--- src/rtl/l1i_cache.sv ---
// l1i_cache: direct-mapped, read-only instruction cache between the fetch stage
// and the memory controller's L1i ROM port.
//
// Hits return data combinationally in the same cycle. A miss stalls fetch
// while the full line is fetched word-by-word. Words whose request met
// mem_stall are re-issued.
//
// Ports:
//   clock, reset            single clock, synchronous active-high reset
//   cpu_address, cpu_read   fetch request (byte address, bits [1:0] ignored)
//   flush                   invalidate all lines (IDLE only)
//   cpu_data, cpu_stall     combinational fetch response
//   mem_address             registered word address to controller
//   mem_data, mem_stall     controller read data (1-cycle latency), back-pressure
//   hit_count, miss_count   statistics counters
//
// Optional feature: define L1I_CACHE_STATS_EN to build the hit/miss counters.
// Without it, hit_count and miss_count are tied to zero.
module l1i_cache #(
  parameter int unsigned LINES          = 16,
  parameter int unsigned WORDS_PER_LINE = 4
) (
  input  logic        clock,
  input  logic        reset,
  input  logic [31:0] cpu_address,
  input  logic        cpu_read,
  input  logic        flush,
  output logic [31:0] cpu_data,
  output logic        cpu_stall,
  output logic [31:0] mem_address,
  input  logic [31:0] mem_data,
  input  logic        mem_stall,
  output logic [31:0] hit_count,
  output logic [31:0] miss_count
);

  localparam int unsigned OFF_W = $clog2(WORDS_PER_LINE);
  localparam int unsigned IDX_W = $clog2(LINES);
  localparam int unsigned TAG_W = 30 - OFF_W - IDX_W;
  localparam int unsigned LB_W  = 30 - OFF_W;
  localparam int unsigned CTR_W = OFF_W + 1;

  typedef enum logic [0:0] {IDLE, FILL} state_t;

  state_t             state_q, state_d;
  logic [LINES-1:0]   valid_q;
  logic [TAG_W-1:0]   tag_q  [LINES];
  logic [31:0]        data_q [LINES][WORDS_PER_LINE];

  logic [LB_W-1:0]    base_q;
  logic [IDX_W-1:0]   fill_idx_q;
  logic [TAG_W-1:0]   fill_tag_q;
  logic [CTR_W-1:0]   issue_ctr_q;
  logic [CTR_W-1:0]   capture_ctr_q;
  logic               pending_valid_q;
  logic [OFF_W-1:0]   pending_idx_q;

  logic [OFF_W-1:0]   req_off;
  logic [IDX_W-1:0]   req_idx;
  logic [TAG_W-1:0]   req_tag;
  logic               hit;
  logic               start_fill;
  logic               issue_active;
  logic               issue_fire;
  logic               capture_we;
  logic               last_capture;
  logic [CTR_W-1:0]   next_word;
  logic               unused_addr_bits;

  // Address decode and hit detection
  assign req_off          = cpu_address[2 +: OFF_W];
  assign req_idx          = cpu_address[2 + OFF_W +: IDX_W];
  assign req_tag          = cpu_address[31 -: TAG_W];
  assign unused_addr_bits = ^cpu_address[1:0];

  assign hit       = (state_q == IDLE) && cpu_read && valid_q[req_idx] &&
                     (tag_q[req_idx] == req_tag);
  assign cpu_stall = (cpu_read && !hit) || (state_q != IDLE);
  assign cpu_data  = data_q[req_idx][req_off];
  assign next_word = issue_ctr_q + CTR_W'(1);

  // Next-state and fill control
  always_comb begin
    state_d      = state_q;
    start_fill   = 1'b0;
    issue_active = 1'b0;
    issue_fire   = 1'b0;
    capture_we   = 1'b0;
    last_capture = 1'b0;
    case (state_q)
      IDLE: begin
        if (cpu_read && !hit) begin
          start_fill = 1'b1;
          state_d    = FILL;
        end
      end
      FILL: begin
        issue_active = (issue_ctr_q < CTR_W'(WORDS_PER_LINE));
        issue_fire   = issue_active && !mem_stall;
        capture_we   = pending_valid_q;
        if (pending_valid_q && (capture_ctr_q == CTR_W'(WORDS_PER_LINE - 1))) begin
          last_capture = 1'b1;
          state_d      = IDLE;
        end
      end
      default: state_d = IDLE;
    endcase
  end

  // State, valid bits, fill bookkeeping and the registered memory address
  always_ff @(posedge clock) begin
    if (reset) begin
      state_q         <= IDLE;
      valid_q         <= '0;
      base_q          <= '0;
      fill_idx_q      <= '0;
      fill_tag_q      <= '0;
      issue_ctr_q     <= '0;
      capture_ctr_q   <= '0;
      pending_valid_q <= 1'b0;
      pending_idx_q   <= '0;
      mem_address     <= '0;
    end else begin
      state_q <= state_d;
      if ((state_q == IDLE) && flush) valid_q <= '0;
      if (start_fill) begin
        base_q          <= cpu_address[31 -: LB_W];
        fill_idx_q      <= req_idx;
        fill_tag_q      <= req_tag;
        issue_ctr_q     <= '0;
        capture_ctr_q   <= '0;
        pending_valid_q <= 1'b0;
        valid_q[req_idx] <= 1'b0;
        mem_address     <= {cpu_address[31 -: LB_W], (OFF_W + 2)'(0)};
      end
      if (state_q == FILL) begin
        // A stalled request leaves nothing in flight for the next cycle
        pending_valid_q <= issue_fire;
        if (issue_fire) begin
          pending_idx_q <= issue_ctr_q[OFF_W-1:0];
          issue_ctr_q   <= next_word;
          // Hold the last word's address once the line is fully issued
          if (next_word < CTR_W'(WORDS_PER_LINE))
            mem_address <= {base_q, next_word[OFF_W-1:0], 2'b00};
        end
        if (capture_we) capture_ctr_q <= capture_ctr_q + CTR_W'(1);
        if (last_capture) valid_q[fill_idx_q] <= 1'b1;
      end
    end
  end

  // Tag and data arrays carry no reset
  always_ff @(posedge clock) begin
    if (!reset && capture_we) data_q[fill_idx_q][pending_idx_q] <= mem_data;
    if (!reset && last_capture) tag_q[fill_idx_q] <= fill_tag_q;
  end

`ifdef L1I_CACHE_STATS_EN
  logic [31:0] hit_ctr_q;
  logic [31:0] miss_ctr_q;

  // Statistics counters, wrapping at 2^32
  always_ff @(posedge clock) begin
    if (reset) begin
      hit_ctr_q  <= '0;
      miss_ctr_q <= '0;
    end else begin
      if (hit)        hit_ctr_q  <= hit_ctr_q + 32'd1;
      if (start_fill) miss_ctr_q <= miss_ctr_q + 32'd1;
    end
  end

  assign hit_count  = hit_ctr_q;
  assign miss_count = miss_ctr_q;
`else
  assign hit_count  = '0;
  assign miss_count = '0;
`endif

endmodule
--- config.mk ---
export PLATFORM = sky130hd
export DESIGN_NAME = l1i_cache
export DESIGN_NICKNAME = d
export VERILOG_FILES = /design/src/rtl/l1i_cache.sv
export SDC_FILE = /design/constraint.sdc
export NUM_CORES = 2
export LEC_CHECK = 0
export BUFFER_PORTS_ARGS = -buffer_cell sky130_fd_sc_hd__clkbuf_2
export CAP_MARGIN = 10
export CORE_UTILIZATION = 54
export DETAILED_ROUTE_END_ITERATION = 6
export PLACE_DENSITY_LB_ADDON = 0.05
export SLEW_MARGIN = 15
export SYNTH_ARGS = -nofsm -noshare
export SYNTH_HDL_FRONTEND = slang
export SYNTH_SLANG_ARGS = --single-unit
--- constraint.sdc ---
create_clock -name clock -period 9 [get_ports clock]
set_input_delay 2.25 -clock clock [delete_from_list [all_inputs] [get_ports clock]]
set_output_delay 2.25 -clock clock [all_outputs]
set_load 0.05 [all_outputs]
==> metrics.txt <==
# TYPE chip_impl_metric gauge
chip_impl_info{name="outcome",value="finished, final reports clean"} 1
chip_impl_metric{name="worst_r2r_path_depth",unit=""} 10
chip_impl_metric{name="initial_utilization",unit=""} 0.5437
chip_impl_metric{name="dp_slack",unit="ps"} 705.9
chip_impl_metric{name="hold_viol",unit=""} 0
chip_impl_info{name="ys_dominant_reg_cell",value="sky130_fd_sc_hd__edfxtp_1"} 1
chip_impl_metric{name="synthesis.instances",unit=""} 4162
chip_impl_info{name="crit-reg2reg-capture",value="mem_address[7]"} 1
chip_impl_metric{name="worst-endpoint-required",unit="ps"} 6750
chip_impl_metric{name="first_pass_grt_wire_length",unit="um"} 345600
chip_impl_metric{name="antenna_found_initial",unit=""} 17
chip_impl_metric{name="cts-buffers-inserted",unit=""} 278
chip_impl_metric{name="first_global_vias",unit=""} 45247
chip_impl_metric{name="met3_length",unit="um"} 16260
chip_impl_metric{name="clock-skew-final",unit="ps"} 41.35
chip_impl_metric{name="postCtsSetupBuffers",unit=""} 0
chip_impl_metric{name="synthesis.area",unit="um^2"} 97010
chip_impl_metric{name="finish.net_count",unit=""} 4553
chip_impl_metric{name="timing_worst_slew_pin_value",unit="ps"} 1178
chip_impl_metric{name="cts_clock_pin_slew_for_the_worst_setup_and_hold_paths",unit="ps"} 50
chip_impl_info{name="cp_cell_sequence",value="buf_8 > buf_12 > mux4_2 > xnor2_1 > o211ai_1 > a32oi_1 > nand4_1 > or4_1 > or3_1 > a21oi_1 > inv_1 > clkbuf_2"} 1
chip_impl_metric{name="synth_enable_flop_cells",unit=""} 2432
chip_impl_metric{name="finalNonFillerCells",unit=""} 7030
chip_impl_metric{name="final_critical_path_setup_slack",unit="ps"} 675.2
chip_impl_metric{name="gp_congestion",unit=""} 0.7693
chip_impl_metric{name="met2_wirelength",unit="um"} 120400
chip_impl_metric{name="port_buffers",unit=""} 131
chip_impl_metric{name="drtAntennaViolNets",unit=""} 0
chip_impl_info{name="clk_root_buffer_cell",value="sky130_fd_sc_hd__clkbuf_16"} 1
chip_impl_metric{name="ys_ff_latch",unit=""} 2518
chip_impl_metric{name="track_usage",unit=""} 0.2765
chip_impl_metric{name="core_area",unit="um^2"} 178400
chip_impl_metric{name="ctsLongestPathBuffers",unit=""} 4
chip_impl_metric{name="wirelength",unit="um"} 246100
chip_impl_metric{name="cts-resized-gates",unit=""} 0
chip_impl_metric{name="dieWidth",unit="um"} 425.9
chip_impl_metric{name="powerDensity",unit="nW/um^2"} 224.6
chip_impl_metric{name="drv_slew",unit=""} 0
chip_impl_metric{name="relSlewSlack",unit=""} 0.2145
chip_impl_metric{name="seq_area_frac_synth",unit=""} 0.7706
chip_impl_info{name="highest_metal_used",value="met5"} 1
chip_impl_metric{name="pin_count_of_the_biggest_net_entering_global_routing",unit=""} 146
chip_impl_metric{name="avgViaCountPerCell",unit=""} 6.406
chip_impl_metric{name="yosys_warnings",unit=""} 0
chip_impl_metric{name="wl_met1",unit="um"} 102300
chip_impl_metric{name="setup.reg_to_reg.worst_slack",unit="ps"} 5070
chip_impl_info{name="critical-path-slowest-cell",value="sky130_fd_sc_hd__mux4_2"} 1
chip_impl_metric{name="htree_num_levels",unit=""} 5
chip_impl_metric{name="drive_above_1_share",unit=""} 0.3069
chip_impl_metric{name="totalNegativeSetupSlack",unit="ps"} 0
chip_impl_metric{name="synthesis.area_per_instance",unit="um^2"} 23.31
chip_impl_metric{name="dr_total_vias",unit=""} 45037
chip_impl_metric{name="post-route-drc-count",unit=""} 0
chip_impl_metric{name="post-place-cells",unit=""} 6555
chip_impl_metric{name="synth.lib_cells_used.distinct",unit=""} 62
chip_impl_metric{name="detail_route.wl_per_cell",unit="um"} 35.01
chip_impl_info{name="critPathLaunchType",value="primary input"} 1
chip_impl_metric{name="worst_skew_pair_latency",unit="ps"} 930
chip_impl_info{name="rsz_0062_raised_after_global_routing",value="no"} 1
chip_impl_info{name="rr_startpoint",value="tag_q[11][17]"} 1
chip_impl_metric{name="filler_cell_count",unit=""} 12339
chip_impl_info{name="setup.worst_path.class",value="primary input to output port"} 1
chip_impl_metric{name="fin_util",unit=""} 0.6133
chip_impl_metric{name="fin_crit",unit="ps"} 8325
chip_impl_metric{name="post-dp-hpwl",unit="um"} 132500
chip_impl_metric{name="final_area",unit="um^2"} 109400
chip_impl_metric{name="hold_depth",unit=""} 1
chip_impl_metric{name="crit_path_max_incr_delay",unit="ps"} 560
chip_impl_metric{name="design.portCount",unit=""} 198
chip_impl_metric{name="cp.arrival",unit="ps"} 6070
chip_impl_metric{name="cap_violations",unit=""} 0
chip_impl_info{name="crit_start",value="cpu_address[4]"} 1
chip_impl_metric{name="globalRoute.totalOverflow",unit=""} 0
chip_impl_metric{name="ir_worst_vdd",unit="uV"} 191.6
chip_impl_metric{name="critical_path_peak_fanout",unit=""} 39
chip_impl_metric{name="final-setup-viol-count",unit=""} 0
chip_impl_metric{name="drt_first_iter_violations",unit=""} 5240
chip_impl_metric{name="asyncSetResetFlopFracSynth",unit=""} 0
chip_impl_metric{name="clock-sinks",unit=""} 2518
chip_impl_metric{name="power.static_leakage",unit="nW"} 34.20
chip_impl_info{name="critical_path_end",value="cpu_stall"} 1
chip_impl_metric{name="seq_area",unit="um^2"} 74750
chip_impl_metric{name="combined_area_of_the_multi_input_logic_cells",unit="um^2"} 21570
chip_impl_metric{name="p_total",unit="mW"} 24.58
chip_impl_metric{name="design.die.area",unit="um^2"} 181300
chip_impl_metric{name="post-route-period-util",unit=""} 0.9250
chip_impl_metric{name="placement.cell_area",unit="um^2"} 101200
chip_impl_metric{name="num_rows",unit=""} 155
chip_impl_info{name="hold_removal_path_class",value="register to register"} 1
chip_impl_metric{name="die_height",unit="um"} 425.9
chip_impl_metric{name="cts_hold_buf",unit=""} 0
chip_impl_metric{name="whs",unit="ps"} 473.7
chip_impl_metric{name="syn_to_final_growth",unit="%"} 12.80
chip_impl_metric{name="maxClockFrequency",unit="GHz"} 0.1201
chip_impl_info{name="cts_tree",value="yes"} 1
chip_impl_info{name="end_kind",value="output port"} 1
chip_impl_metric{name="detail_route.first_pass.iterations",unit=""} 5
layer usage:
metal | vias up | global-route usage
li1 | 18300 | -
met1 | 24731 | 0.3992
met2 | 1623 | 0.4396
met3 | 369 | 0.04640
met4 | 14 | 0.08172
met5 | - | 0
kinds of logic after synthesis:
logic type / after synthesis / synth area share
mux: 882 / 0.1864
buf+inv: 307 / 0.01588
flops: 2518 / 0.7706
simple gates: 268 / 0.01233
compound gates: 156 / 0.01193
other cells: 1 / 0.00003866
xor+xnor: 27 / 0.002438
fa+ha+maj: 3 / 0.0003870
state kept, by name (all words and copies together), names as in the netlist:
register and count:
valid_q 16, data_q 2048, base_q 28, mem_address 32, pending_valid_q 1, pending_idx_q 2
state_q 1, capture_ctr_q 3, issue_ctr_q 3, tag_q 384
worst min-delay path by stage:
stage               start  slack, ps         end
2_1_floorplan  valid_q[2]        440  valid_q[2]
3_3_place_gp   valid_q[6]        450  valid_q[6]
3_5_place_dp   valid_q[3]        460  valid_q[3]
4_1_cts        valid_q[3]        480  valid_q[3]
5_1_grt        valid_q[3]        490  valid_q[3]
6_report       valid_q[3]        470  valid_q[3]
area by class of cell:
class / instances / share of cell area
Antenna cell: 6 / 0.0001372
Tap cell: 2355 / 0.02693
Sequential cell: 2518 / 0.6831
Inverter: 15 / 0.0005145
Clock inverter: 103 / 0.005545
Clock buffer: 365 / 0.06884
Timing Repair Buffer: 268 / 0.01781
Multi-Input combinational cell: 1400 / 0.1971
power by group:
part | switching [mW] | internal, mW
Clock | 4.35 | 6.02
Combinational | 0.833 | 0.464
Sequential | 0.0448 | 12.9
cells in the final DEF, fill, tap and decap left out, drive strengths merged, types with 5 or more instances in the layout:
| cell type | synthesis | routed |
|---|---|---|
| edfxtp | 2432 | 2432 |
| mux4 | 739 | 739 |
| clkbuf | 141 | 470 |
| buf | 151 | 163 |
| nor2 | 155 | 155 |
| mux2i | 136 | 136 |
| clkinv | 0 | 93 |
| dfxtp | 86 | 86 |
| conb | 1 | 64 |
| nand2 | 37 | 37 |
| a211oi | 30 | 30 |
| a22oi | 29 | 29 |
| nand3 | 23 | 23 |
| xnor2 | 22 | 22 |
| inv | 15 | 18 |
| a31o | 16 | 16 |
| a21oi | 15 | 15 |
| nor2b | 12 | 12 |
| nand4 | 11 | 11 |
| o22ai | 11 | 11 |
| o21ai | 8 | 8 |
| mux2 | 7 | 7 |
| diode | 0 | 6 |
| bufinv | 0 | 6 |
| xor2 | 5 | 5 |
| nand2b | 5 | 5 |
| a2bb2oi | 5 | 5 |
| a31oi | 5 | 5 |
cell usage after synthesis, drive strengths merged (4+ instances only):
cell     instances  share of area
nor2b           12        0.00077
inv             15        0.00058
nand4           11        0.00071
a211oi          30         0.0023
a31o            16         0.0014
a31oi            5        0.00032
mux2i          136          0.014
mux2             7        0.00081
or2              4        0.00026
a221oi           4        0.00036
buf            151         0.0098
nor2           155         0.0060
edfxtp        2432           0.75
mux4           739           0.17
nand2           37         0.0014
a22oi           29         0.0022
xnor2           22         0.0020
a21boi           4        0.00031
and2             4        0.00026
o21ai            8        0.00041
o22ai           11        0.00071
and3             4        0.00026
clkbuf         141         0.0055
a2bb2oi          5        0.00045
dfxtp           86          0.018
xor2             5        0.00045
nand2b           5        0.00032
nand3           23         0.0012
a21oi           15        0.00077
critical path: cells and delay by family:
family	cells	cell delay, ps
AND/OR/NAND/NOR	3	1020
XOR/XNOR	1	400
multiplexers	1	560
AO/OA/AOI/OAI	3	700
buffers and inverters	4	1110
No activity file was read; power rests on OpenSTA's default activity.
